[src/rtl/led_loss_stretcher_mc_pkg.sv]
// Shared definitions for the multi-channel signal-loss LED stretcher.
// Holds the default timing parameters, the per-channel state encoding and
// a helper that sizes the counters used for the prescaler, the blink divider
// and the hold timer.
package led_loss_stretcher_mc_pkg;

  // Defaults for a 54 MHz front-panel clock
  localparam int DEF_N_CH     = 4;
  localparam int DEF_CLK_KHZ  = 54000;
  localparam int DEF_OFF_MS   = 100;
  localparam int DEF_BLINK_MS = 250;
  localparam int DEF_CNT_W    = 8;

  // Channel states; the unused code 2'd3 is steered back to S_OFF
  typedef enum logic [1:0] {
    S_OFF  = 2'd0,
    S_ON   = 2'd1,
    S_HOLD = 2'd2
  } chan_state_e;

  // Bits needed for a counter running 0..modulus-1, never less than one
  function automatic int cntWidth(input int modulus);
    return (modulus > 1) ? $clog2(modulus) : 1;
  endfunction

endpackage

[src/rtl/led_loss_stretcher_mc_chan.sv]
// One channel of the loss stretcher.
// Runs the OFF/ON/HOLD state machine, times the minimum LED-off hold in
// millisecond ticks and keeps a saturating count of loss events.
// Ports:
//   clk_i       system clock
//   rst_ni      asynchronous reset, active low
//   sigS_i      synchronized lock/valid for this channel
//   blinkEn_i   1 = blink the LED while the signal is present
//   phase_i     shared blink phase
//   tick_i      1 ms pulse
//   cntClr_i    synchronous clear of the loss counter
//   led_o       registered LED drive, 1 = lit
//   lossCnt_o   saturating loss-event counter
module led_loss_stretcher_mc_chan
  import led_loss_stretcher_mc_pkg::*;
#(
  parameter int OFF_MS = DEF_OFF_MS,
  parameter int CNT_W  = DEF_CNT_W
) (
  input  logic             clk_i,
  input  logic             rst_ni,
  input  logic             sigS_i,
  input  logic             blinkEn_i,
  input  logic             phase_i,
  input  logic             tick_i,
  input  logic             cntClr_i,
  output logic             led_o,
  output logic [CNT_W-1:0] lossCnt_o
);

  localparam int TW = $clog2(OFF_MS + 1);
  localparam logic [TW-1:0]    HOLD_LAST = TW'(OFF_MS - 1);
  localparam logic [CNT_W-1:0] CNT_MAX   = '1;
  localparam logic [CNT_W-1:0] CNT_ONE   = CNT_W'(1);

  chan_state_e      state_q, state_d;
  logic [TW-1:0]    holdCnt_q, holdCnt_d;
  logic [CNT_W-1:0] lossCnt_q, lossCnt_d;
  logic             led_q, led_d;
  logic             lossEvent;

  // The hold timer only advances on ticks seen while already in S_HOLD, so a
  // tick landing in the entry cycle is not counted; the hold therefore lasts
  // between (OFF_MS-1) and OFF_MS full milliseconds. sigS_i is looked at
  // again only on the final tick. A loss event wins over a coincident clear.
  always_comb begin
    state_d   = state_q;
    holdCnt_d = holdCnt_q;
    lossCnt_d = cntClr_i ? '0 : lossCnt_q;
    led_d     = 1'b0;
    lossEvent = 1'b0;

    case (state_q)
      S_OFF: begin
        if (sigS_i) state_d = S_ON;
      end
      S_ON: begin
        led_d = blinkEn_i ? phase_i : 1'b1;
        if (!sigS_i) begin
          state_d   = S_HOLD;
          holdCnt_d = '0;
          lossEvent = 1'b1;
        end
      end
      S_HOLD: begin
        if (tick_i) begin
          if (holdCnt_q == HOLD_LAST) begin
            state_d = sigS_i ? S_ON : S_OFF;
          end else begin
            holdCnt_d = holdCnt_q + 1'b1;
          end
        end
      end
      default: begin
        state_d = S_OFF;
      end
    endcase

    if (lossEvent) begin
      if (cntClr_i) begin
        lossCnt_d = CNT_ONE;
      end else if (lossCnt_q != CNT_MAX) begin
        lossCnt_d = lossCnt_q + 1'b1;
      end
    end
  end

  // State, timer, counter and the registered LED drive
  always_ff @(posedge clk_i or negedge rst_ni) begin
    if (!rst_ni) begin
      state_q   <= S_OFF;
      holdCnt_q <= '0;
      lossCnt_q <= '0;
      led_q     <= 1'b0;
    end else begin
      state_q   <= state_d;
      holdCnt_q <= holdCnt_d;
      lossCnt_q <= lossCnt_d;
      led_q     <= led_d;
    end
  end

  assign led_o     = led_q;
  assign lossCnt_o = lossCnt_q;

endmodule

[src/rtl/led_loss_stretcher_mc.sv]
// Multi-channel signal-loss indicator for the tuner front panel.
// Synchronizes the per-channel lock inputs, derives a 1 ms tick and a shared
// blink phase, and runs one stretcher channel per LED so that even a single
// cycle dropout blanks the LED for a visible time.
// Ports:
//   CLK        system clock
//   RST        asynchronous reset, active low
//   SIGNAL_IN  per-channel lock/valid, asynchronous to CLK
//   BLINK_EN   per-channel blink enable while the signal is present
//   CNT_CLR    synchronous clear of all loss counters
//   LED        registered LED drives, 1 = lit
//   LOSS_CNT   loss counters, channel k at [k*CNT_W +: CNT_W]
module led_loss_stretcher_mc
  import led_loss_stretcher_mc_pkg::*;
#(
  parameter int N_CH     = DEF_N_CH,
  parameter int CLK_KHZ  = DEF_CLK_KHZ,
  parameter int OFF_MS   = DEF_OFF_MS,
  parameter int BLINK_MS = DEF_BLINK_MS,
  parameter int CNT_W    = DEF_CNT_W
) (
  input  logic                  CLK,
  input  logic                  RST,
  input  logic [N_CH-1:0]       SIGNAL_IN,
  input  logic [N_CH-1:0]       BLINK_EN,
  input  logic                  CNT_CLR,
  output logic [N_CH-1:0]       LED,
  output logic [N_CH*CNT_W-1:0] LOSS_CNT
);

  localparam int PW = cntWidth(CLK_KHZ);
  localparam int BW = cntWidth(BLINK_MS);
  localparam logic [PW-1:0] PRE_LAST   = PW'(CLK_KHZ - 1);
  localparam logic [BW-1:0] BLINK_LAST = BW'(BLINK_MS - 1);

  logic [N_CH-1:0] syncStage1_q;
  logic [N_CH-1:0] sigSync_q;
  logic [PW-1:0]   preCnt_q, preCnt_d;
  logic [BW-1:0]   blinkCnt_q, blinkCnt_d;
  logic            phase_q, phase_d;
  logic            tick;

  // Two-flop synchronizer per channel
  always_ff @(posedge CLK or negedge RST) begin
    if (!RST) begin
      syncStage1_q <= '0;
      sigSync_q    <= '0;
    end else begin
      syncStage1_q <= SIGNAL_IN;
      sigSync_q    <= syncStage1_q;
    end
  end

  // Free-running millisecond prescaler and the blink divider it feeds;
  // the phase flips on every BLINK_MS-th tick
  assign tick = (preCnt_q == PRE_LAST);

  always_comb begin
    preCnt_d   = tick ? '0 : preCnt_q + 1'b1;
    blinkCnt_d = blinkCnt_q;
    phase_d    = phase_q;
    if (tick) begin
      if (blinkCnt_q == BLINK_LAST) begin
        blinkCnt_d = '0;
        phase_d    = ~phase_q;
      end else begin
        blinkCnt_d = blinkCnt_q + 1'b1;
      end
    end
  end

  always_ff @(posedge CLK or negedge RST) begin
    if (!RST) begin
      preCnt_q   <= '0;
      blinkCnt_q <= '0;
      phase_q    <= 1'b0;
    end else begin
      preCnt_q   <= preCnt_d;
      blinkCnt_q <= blinkCnt_d;
      phase_q    <= phase_d;
    end
  end

  // One stretcher per channel
  for (genvar k = 0; k < N_CH; k++) begin : gChan
    led_loss_stretcher_mc_chan #(
      .OFF_MS (OFF_MS),
      .CNT_W  (CNT_W)
    ) uChan (
      .clk_i     (CLK),
      .rst_ni    (RST),
      .sigS_i    (sigSync_q[k]),
      .blinkEn_i (BLINK_EN[k]),
      .phase_i   (phase_q),
      .tick_i    (tick),
      .cntClr_i  (CNT_CLR),
      .led_o     (LED[k]),
      .lossCnt_o (LOSS_CNT[k*CNT_W +: CNT_W])
    );
  end

endmodule

[config.mk]
export PLATFORM = sky130hd
export DESIGN_NAME = led_loss_stretcher_mc
export DESIGN_NICKNAME = d
export VERILOG_FILES = /design/src/rtl/led_loss_stretcher_mc_pkg.sv /design/src/rtl/led_loss_stretcher_mc_chan.sv /design/src/rtl/led_loss_stretcher_mc.sv
export SDC_FILE = /design/constraint.sdc
export NUM_CORES = 1
export LEC_CHECK = 0
export ABC_CLOCK_PERIOD_IN_PS = 3640
export CORE_AREA = 3 3 105 107
export CTS_CLUSTER_SIZE = 30
export DETAILED_ROUTE_END_ITERATION = 7
export DIE_AREA = 0 0 108 110
export GPL_TIMING_DRIVEN = 0
export PLACE_DENSITY_LB_ADDON = 0.2
export SLEW_MARGIN = 5
export SYNTH_ARGS = -nofsm -noshare
export SYNTH_HDL_FRONTEND = slang
export SYNTH_SLANG_ARGS = --single-unit
[constraint.sdc]
create_clock -name CLK -period 3.64 [get_ports CLK]
set_input_delay 0.728 -clock CLK [delete_from_list [all_inputs] [get_ports CLK]]
set_output_delay 0.728 -clock CLK [all_outputs]
set_load 0.02 [all_outputs]
==> impl_metrics.yaml, run 1 <==
status:
  run_status: "complete, no violations"
timing:
  worstMarginPinSlew_ps: 624.5
  fin_ws_ps: 1408
  fin_crit_ps: 2232
  max_freq_mhz: 448.0
  setup_viol: 0
  clock-skew-final_ps: 13.40
  hold_slack_ps: 318.2
  relSlewSlack: 0.5819
  grt_setup_unrepaired: "false"
  setup_tns_ps: 0
  finalCritPeriodShare: 0.6132
  drv_slew: 0
  finalHoldViolations: 0
synthesis:
  yosysWarnings: 0
  synth-seq-cells: 105
  synth_edf_count: 0
  synth_top_flop_cell: "dfrtp_1"
  syn-num-nets: 578
  synthDistinctLibCells: 70
  async_reset_ff_frac: 1.000
  mappedNetlistArea_um2: 5509
  syn_inst: 556
  ys_seq_area_frac: 0.4769
  avgSynthCellArea_um2: 9.908
critical_path:
  crit_slowest_cell: "clkdlybuf4s50_1"
  endpoint_kind: "output pin"
  crit_buf_inv: 1
  critPathRequiredTime_ps: 2910
  startpoint_type: "flop"
  regToRegSetupSlack_ps: 1700
  cp_top_family: "buffers and inverters"
  slowest_delay_ps: 650
  path_cells: "clkdlybuf4s50_1"
  crit_type: "reg -> out"
  cp_max_fo: 8
  critPathArrivalTime_ps: 1500
layout:
  area_growth_pct: 14.99
  diodes: 0
  finish.utilization: 0.6192
  fill_cells: 855
  post_route_cells_drive_above_1_share: 0.08914
  nets: 636
floorplanning:
  dieArea_um2: 11880
  rows: 37
  fp.dieW_um: 108
  pin_count: 47
  start_util: 0.5385
  fp.coreArea_um2: 10230
  die_h_um: 110
cts:
  clk_path_buf_depth: 2
  clockRootBuffer: "clkbuf_8"
  postCtsSetupRepairBufs: 0
  cts_max_level: 3
  clkTransAtPathRegs_ps: 90
  insertion_delay_ps: 370
  clock-sinks: 105
  cts_made_buffers: 9
  cts_tree: "yes"
  cts_resized: 0
  cts_hold_buffers: 0
drt:
  vias: 4544
  drt_iter0_markers: 278
  drtAntennaViolNets: 0
  drt_wl_total_mm: 11.95
  wire_per_inst_um: 15.87
  first_pass_iters: 5
  drcViolationCount: 0
  viasPerCell: 6.035
power:
  powerDensity_nw_per_um2: 387.6
  ir_worst_vdd_mv: 0.3015
  p_leak_nw: 2.679
  finalPower_w: 0.002456
run:
  max_cap_violations: 0
global_route:
  antenna_found_initial: 0
  first_global_vias: 4382
  grt_max_degree: 67
  grt_overflow: 0
  grt_pass1_wl_mm: 20.42
  grt_usage: 0.2137
placed_design:
  hpwl_mm: 8.351
  gp_congestion: 0.8636
  io_buffers: 46
  preCtsSetupSlack_ps: 1257
min_path:
  hold_path.class: "in -> async"
final timing paths:
path | to | from | cells after the start
min in group CLK | sigSync_q[1] | syncStage1_q[1] | 0
setup reg to reg | gChan[2].uChan.holdCnt_q[4] | preCnt_q[0] | 6
hold reg to reg | sigSync_q[1] | syncStage1_q[1] | 0
hold / removal | gChan[2].uChan.lossCnt_o[6] | RST | 1
max in group asynchronous | gChan[3].uChan.holdCnt_q[1] | RST | 2
setup / recovery | LOSS_CNT[2] | gChan[0].uChan.lossCnt_o[2] | 1
flip-flops by register name, summed over array words and instances, names as in the netlist:
signal	flops
gChan.uChan.holdCnt_q	28
preCnt_q	16
phase_q	1
sigSync_q	4
gChan.uChan.lossCnt_o	32
blinkCnt_q	8
gChan.uChan.led_o	4
syncStage1_q	4
gChan.uChan.state_q	8
through the flow:
step                      instances  cell area, µm²
after floorplan                 556            5509
after detailed placement        739            6165
after CTS                       753            6335
after global placement          738            6140
after global routing            753            6335
final                           753            6335
cells in the mapped netlist, types with 8 or more instances:
| master | n | area [µm²] |
|---|---|---|
| a21oi_1 | 28 | 140.1 |
| a31oi_1 | 20 | 125.1 |
| and3_1 | 11 | 68.82 |
| and4_1 | 9 | 78.83 |
| dfrtp_1 | 105 | 2628 |
| ha_1 | 11 | 137.6 |
| inv_1 | 16 | 60.06 |
| mux2i_1 | 12 | 120.1 |
| nand2_1 | 42 | 157.7 |
| nand2b_1 | 10 | 62.56 |
| nand3_1 | 37 | 185.2 |
| nand4_1 | 16 | 100.1 |
| nor2_1 | 32 | 120.1 |
| nor3_1 | 8 | 40.04 |
| o211ai_1 | 11 | 82.58 |
| o21ai_0 | 45 | 225.2 |
| xor2_1 | 12 | 105.1 |
cells by family after synthesis:
family	Yosys count	synth area share
buf+inv	39	0.04066
simple gates	217	0.2308
fa+ha+maj	11	0.02498
xor+xnor	14	0.02226
compound gates	157	0.1806
mux	13	0.02385
flops	105	0.4769
power by group:
part           switching [W]  internal [W]  leakage [nW]
logic               0.000294      0.000198          1.18
clock network       0.000381      0.000279        0.0806
registers          0.0000742       0.00123          1.42
total               0.000749       0.00171          2.68
layer usage:
metal | wire [µm] | GRT usage | up-vias
met5 | 0 | 0 | -
met4 | 239 | 0.09017 | 0
met3 | 351 | 0.03029 | 21
met2 | 5799 | 0.3592 | 85
met1 | 5559 | 0.2790 | 2250
li1 | - | - | 2188
layout by cell type (no fill, tap or decap), types with 16 or more instances in the layout:
cell type and n:
dfrtp_1 105, clkdlybuf4s50_1 45, o21ai_0 45, a21oi_1 28
nand2_1 42, nor2_1 32, nand4_1 16, a31oi_1 20
inv_1 16, nand3_1 37
cell type report:
type	count	area [µm²]	share of cell area
Buffer	23	163.9	0.02587
Clock buffer	12	155.1	0.02449
Clock inverter	2	15.01	0.002370
Inverter	16	60.06	0.009481
Multi-Input combinational cell	412	2658	0.4195
Sequential cell	105	2628	0.4148
Tap cell	136	170.2	0.02686
Timing Repair Buffer	47	485.5	0.07663
Power figures use the tool's default switching activity.
==> run 2: changes to the inputs <==
--- a/config.mk
+++ b/config.mk
@@ -5,7 +5,7 @@
 export SDC_FILE = /design/constraint.sdc
 export NUM_CORES = 1
 export LEC_CHECK = 0
-export ABC_CLOCK_PERIOD_IN_PS = 3640
+export ABC_CLOCK_PERIOD_IN_PS = 2100
 export CORE_AREA = 3 3 105 107
 export CTS_CLUSTER_SIZE = 30
 export DETAILED_ROUTE_END_ITERATION = 7
==> constraint.sdc (replaced) <==
create_clock -name CLK -period 2.1 [get_ports CLK]
set_input_delay 0.42 -clock CLK [delete_from_list [all_inputs] [get_ports CLK]]
set_output_delay 0.42 -clock CLK [all_outputs]
set_load 0.02 [all_outputs]
==> results of run 2 <==
Same layout as run 1 (identical final DEF). Status: complete, no violations.
Among the figures that moved: setup slack after placement 1257 ps -> 24.71 ps; setup slack after layout 1408 ps -> 161.8 ps; hold slack 318.2 ps -> 10.23 ps; start point of the critical path gChan[0].uChan.lossCnt_o[2] -> preCnt_q[0]; end point of the critical path LOSS_CNT[2] -> gChan[2].uChan.holdCnt_q[4]; register-to-register setup slack 1700 ps -> 160 ps; total power 0.002456 W -> 0.004256 W; worst IR drop on VDD 0.3015 mV -> 0.5227 mV
==> RTL edit, RTL diff (config.mk and constraints of run 2) <==
Encoding of `chan_state_e`: now one-hot (3 bits for 3 states).
--- a/src/rtl/led_loss_stretcher_mc_pkg.sv
+++ b/src/rtl/led_loss_stretcher_mc_pkg.sv
@@ -13,8 +13,8 @@
 
   // Channel states; the unused code 2'd3 is steered back to S_OFF
-  typedef enum logic [1:0] {
-    S_OFF  = 2'd0,
-    S_ON   = 2'd1,
-    S_HOLD = 2'd2
+  typedef enum logic [2:0] {
+    S_OFF  = 3'b001,
+    S_ON   = 3'b010,
+    S_HOLD = 3'b100
   } chan_state_e;
 
Function: same outputs for any inputs over 4 cycles, from zero or initial values and one cycle with RST low; so few cycles prove little.
==> RTL edit against run 2 <==
Sequential cell count is 4 higher. Worst setup slack worse by 0.14 ns. Core utilization up 3.6 points. Routed wire length rose by 4.0%. Area after synthesis grew 1.7%. Total power grew 3.5%. Design area grew 5.8%. Hold slack better by 0.35 ns. Maximum frequency shrank 6.8%. Combinational power is 8.7% lower.
==> RTL edit: results (changes against run 2) <==
Placement
  • HPWL Detailed: 8.22 mm (-1.6%)
  • RD Place Congestion: 0.849 (-1.6%)
  • Placed Instance Area: 6260 um2 (+1.6%)

Global routing
  • Tot GR Track Use: 21.6% (+0.24 points)
  • Vias in the first global route: 4370 (-0.27%)

Route
  • Final WL: 12.4 mm (+4.0%)
  • Vias: 4670 (+2.8%)
  • Iter 0 DRT Violations: 348 (+25%)
  • First-pass DRT Iterations: 4 (-1)

Setup path
  • Data arrival, critical path: 2.39 ns (+0.21 ns)
  • Crit-path max FO: 10 (+2)
  • Crit path capture: blinkCnt_q[4]$_DFFE_PN0N_
  • Reg2Reg Setup Slack: 0.02 ns (-0.14 ns)

Cells and area
  • Number of nets in the layout: 655 (+3.0%)
  • Share of cells above drive strength 1: 13.2% (+4.3 points)
  • Fill cell count: 828 (-3.2%)
  • Final Non-Filler Cells: 773 (+2.7%)

CTS
  • Post-CTS Setup Bufs: 6 (+6)
  • Resize count post-CTS: 18 (+18)

Min path
  • Min-delay worst type: reg -> reg

Logic synthesis
  • Sequential fraction of the synthesis area: 48.8% (+1.1 points)
  • Syn Area/Cell: 10.0 um2 (+1.2%)
  • Synth cell count leaders: dfrtp_1 (105), a31oi_1 (44), nor2_1 (34), nand3_1 (32)
  • Synth Area in Compound Gates: 16.0% (-2.1 points)

Pwr
  • Leakage: 2.91 nW (+8.6%)

STA
  • Slew margin rel.: 58.2% (about the same)

Run status
  • Outcome: finished clean
[RTL edit: changes by cell type in the layout (fill, tap and decap cells not counted), sizes merged, moves of 9 or more]
cell / before / now
a31oi: 20 / 44
nand2: 43 / 30
nand2b: 10 / 24
o211ai: 11 / 0
o21ai: 51 / 30
xnor2: 2 / 11
[RTL edit: routing by layer]
| layer | vias up | wire, um | global-route usage [%] |
|---|---|---|---|
| met5 | - | 0 | 0 |
| met4 | 0 | 258 | 8.39 |
| met3 | 24 | 489 | 4.78 |
| met2 | 127 | 6150 | 35.6 |
| met1 | 2283 | 5530 | 28.1 |
| li1 | 2236 | - | - |
[RTL edit: logic make-up after synthesis]
logic type | Yosys count
and+or+nand+nor | 222
AOI/OAI and AO/OA | 138
DFF | 109
buffers and inverters | 42
muxes | 20
xor gates and xnor gates | 17
adders and majority gates | 11
[RTL edit: cell type report]
cell class	count	share of cell area, %
plain buffers	20	1.72
well taps	136	2.54
repair buffers	64	9.24
clock inverters	4	0.765
multi-input cells	408	41.8
inverters	21	1.18
clock buffers	11	1.96
flip-flops and latches	109	40.8
[RTL edit: power breakdown]
part	internal, mW	total [mW]	switching [mW]	leakage [nW]
Combinational	0.375	0.779	0.403	1.35
Sequential	2.24	2.39	0.153	1.47
Clock	0.547	1.23	0.685	0.0894
[RTL edit: worst max-delay path, delay by kind of cell, from the launching register on]
| family | cells | cell delay, ns |
|---|---|---|
| compound gates | 1 | 0.08 |
| fa+ha+maj | 1 | 0.21 |
| buf+inv | 1 | 0.17 |
| flops | 1 | 0.39 |
| simple gates | 3 | 1.17 |
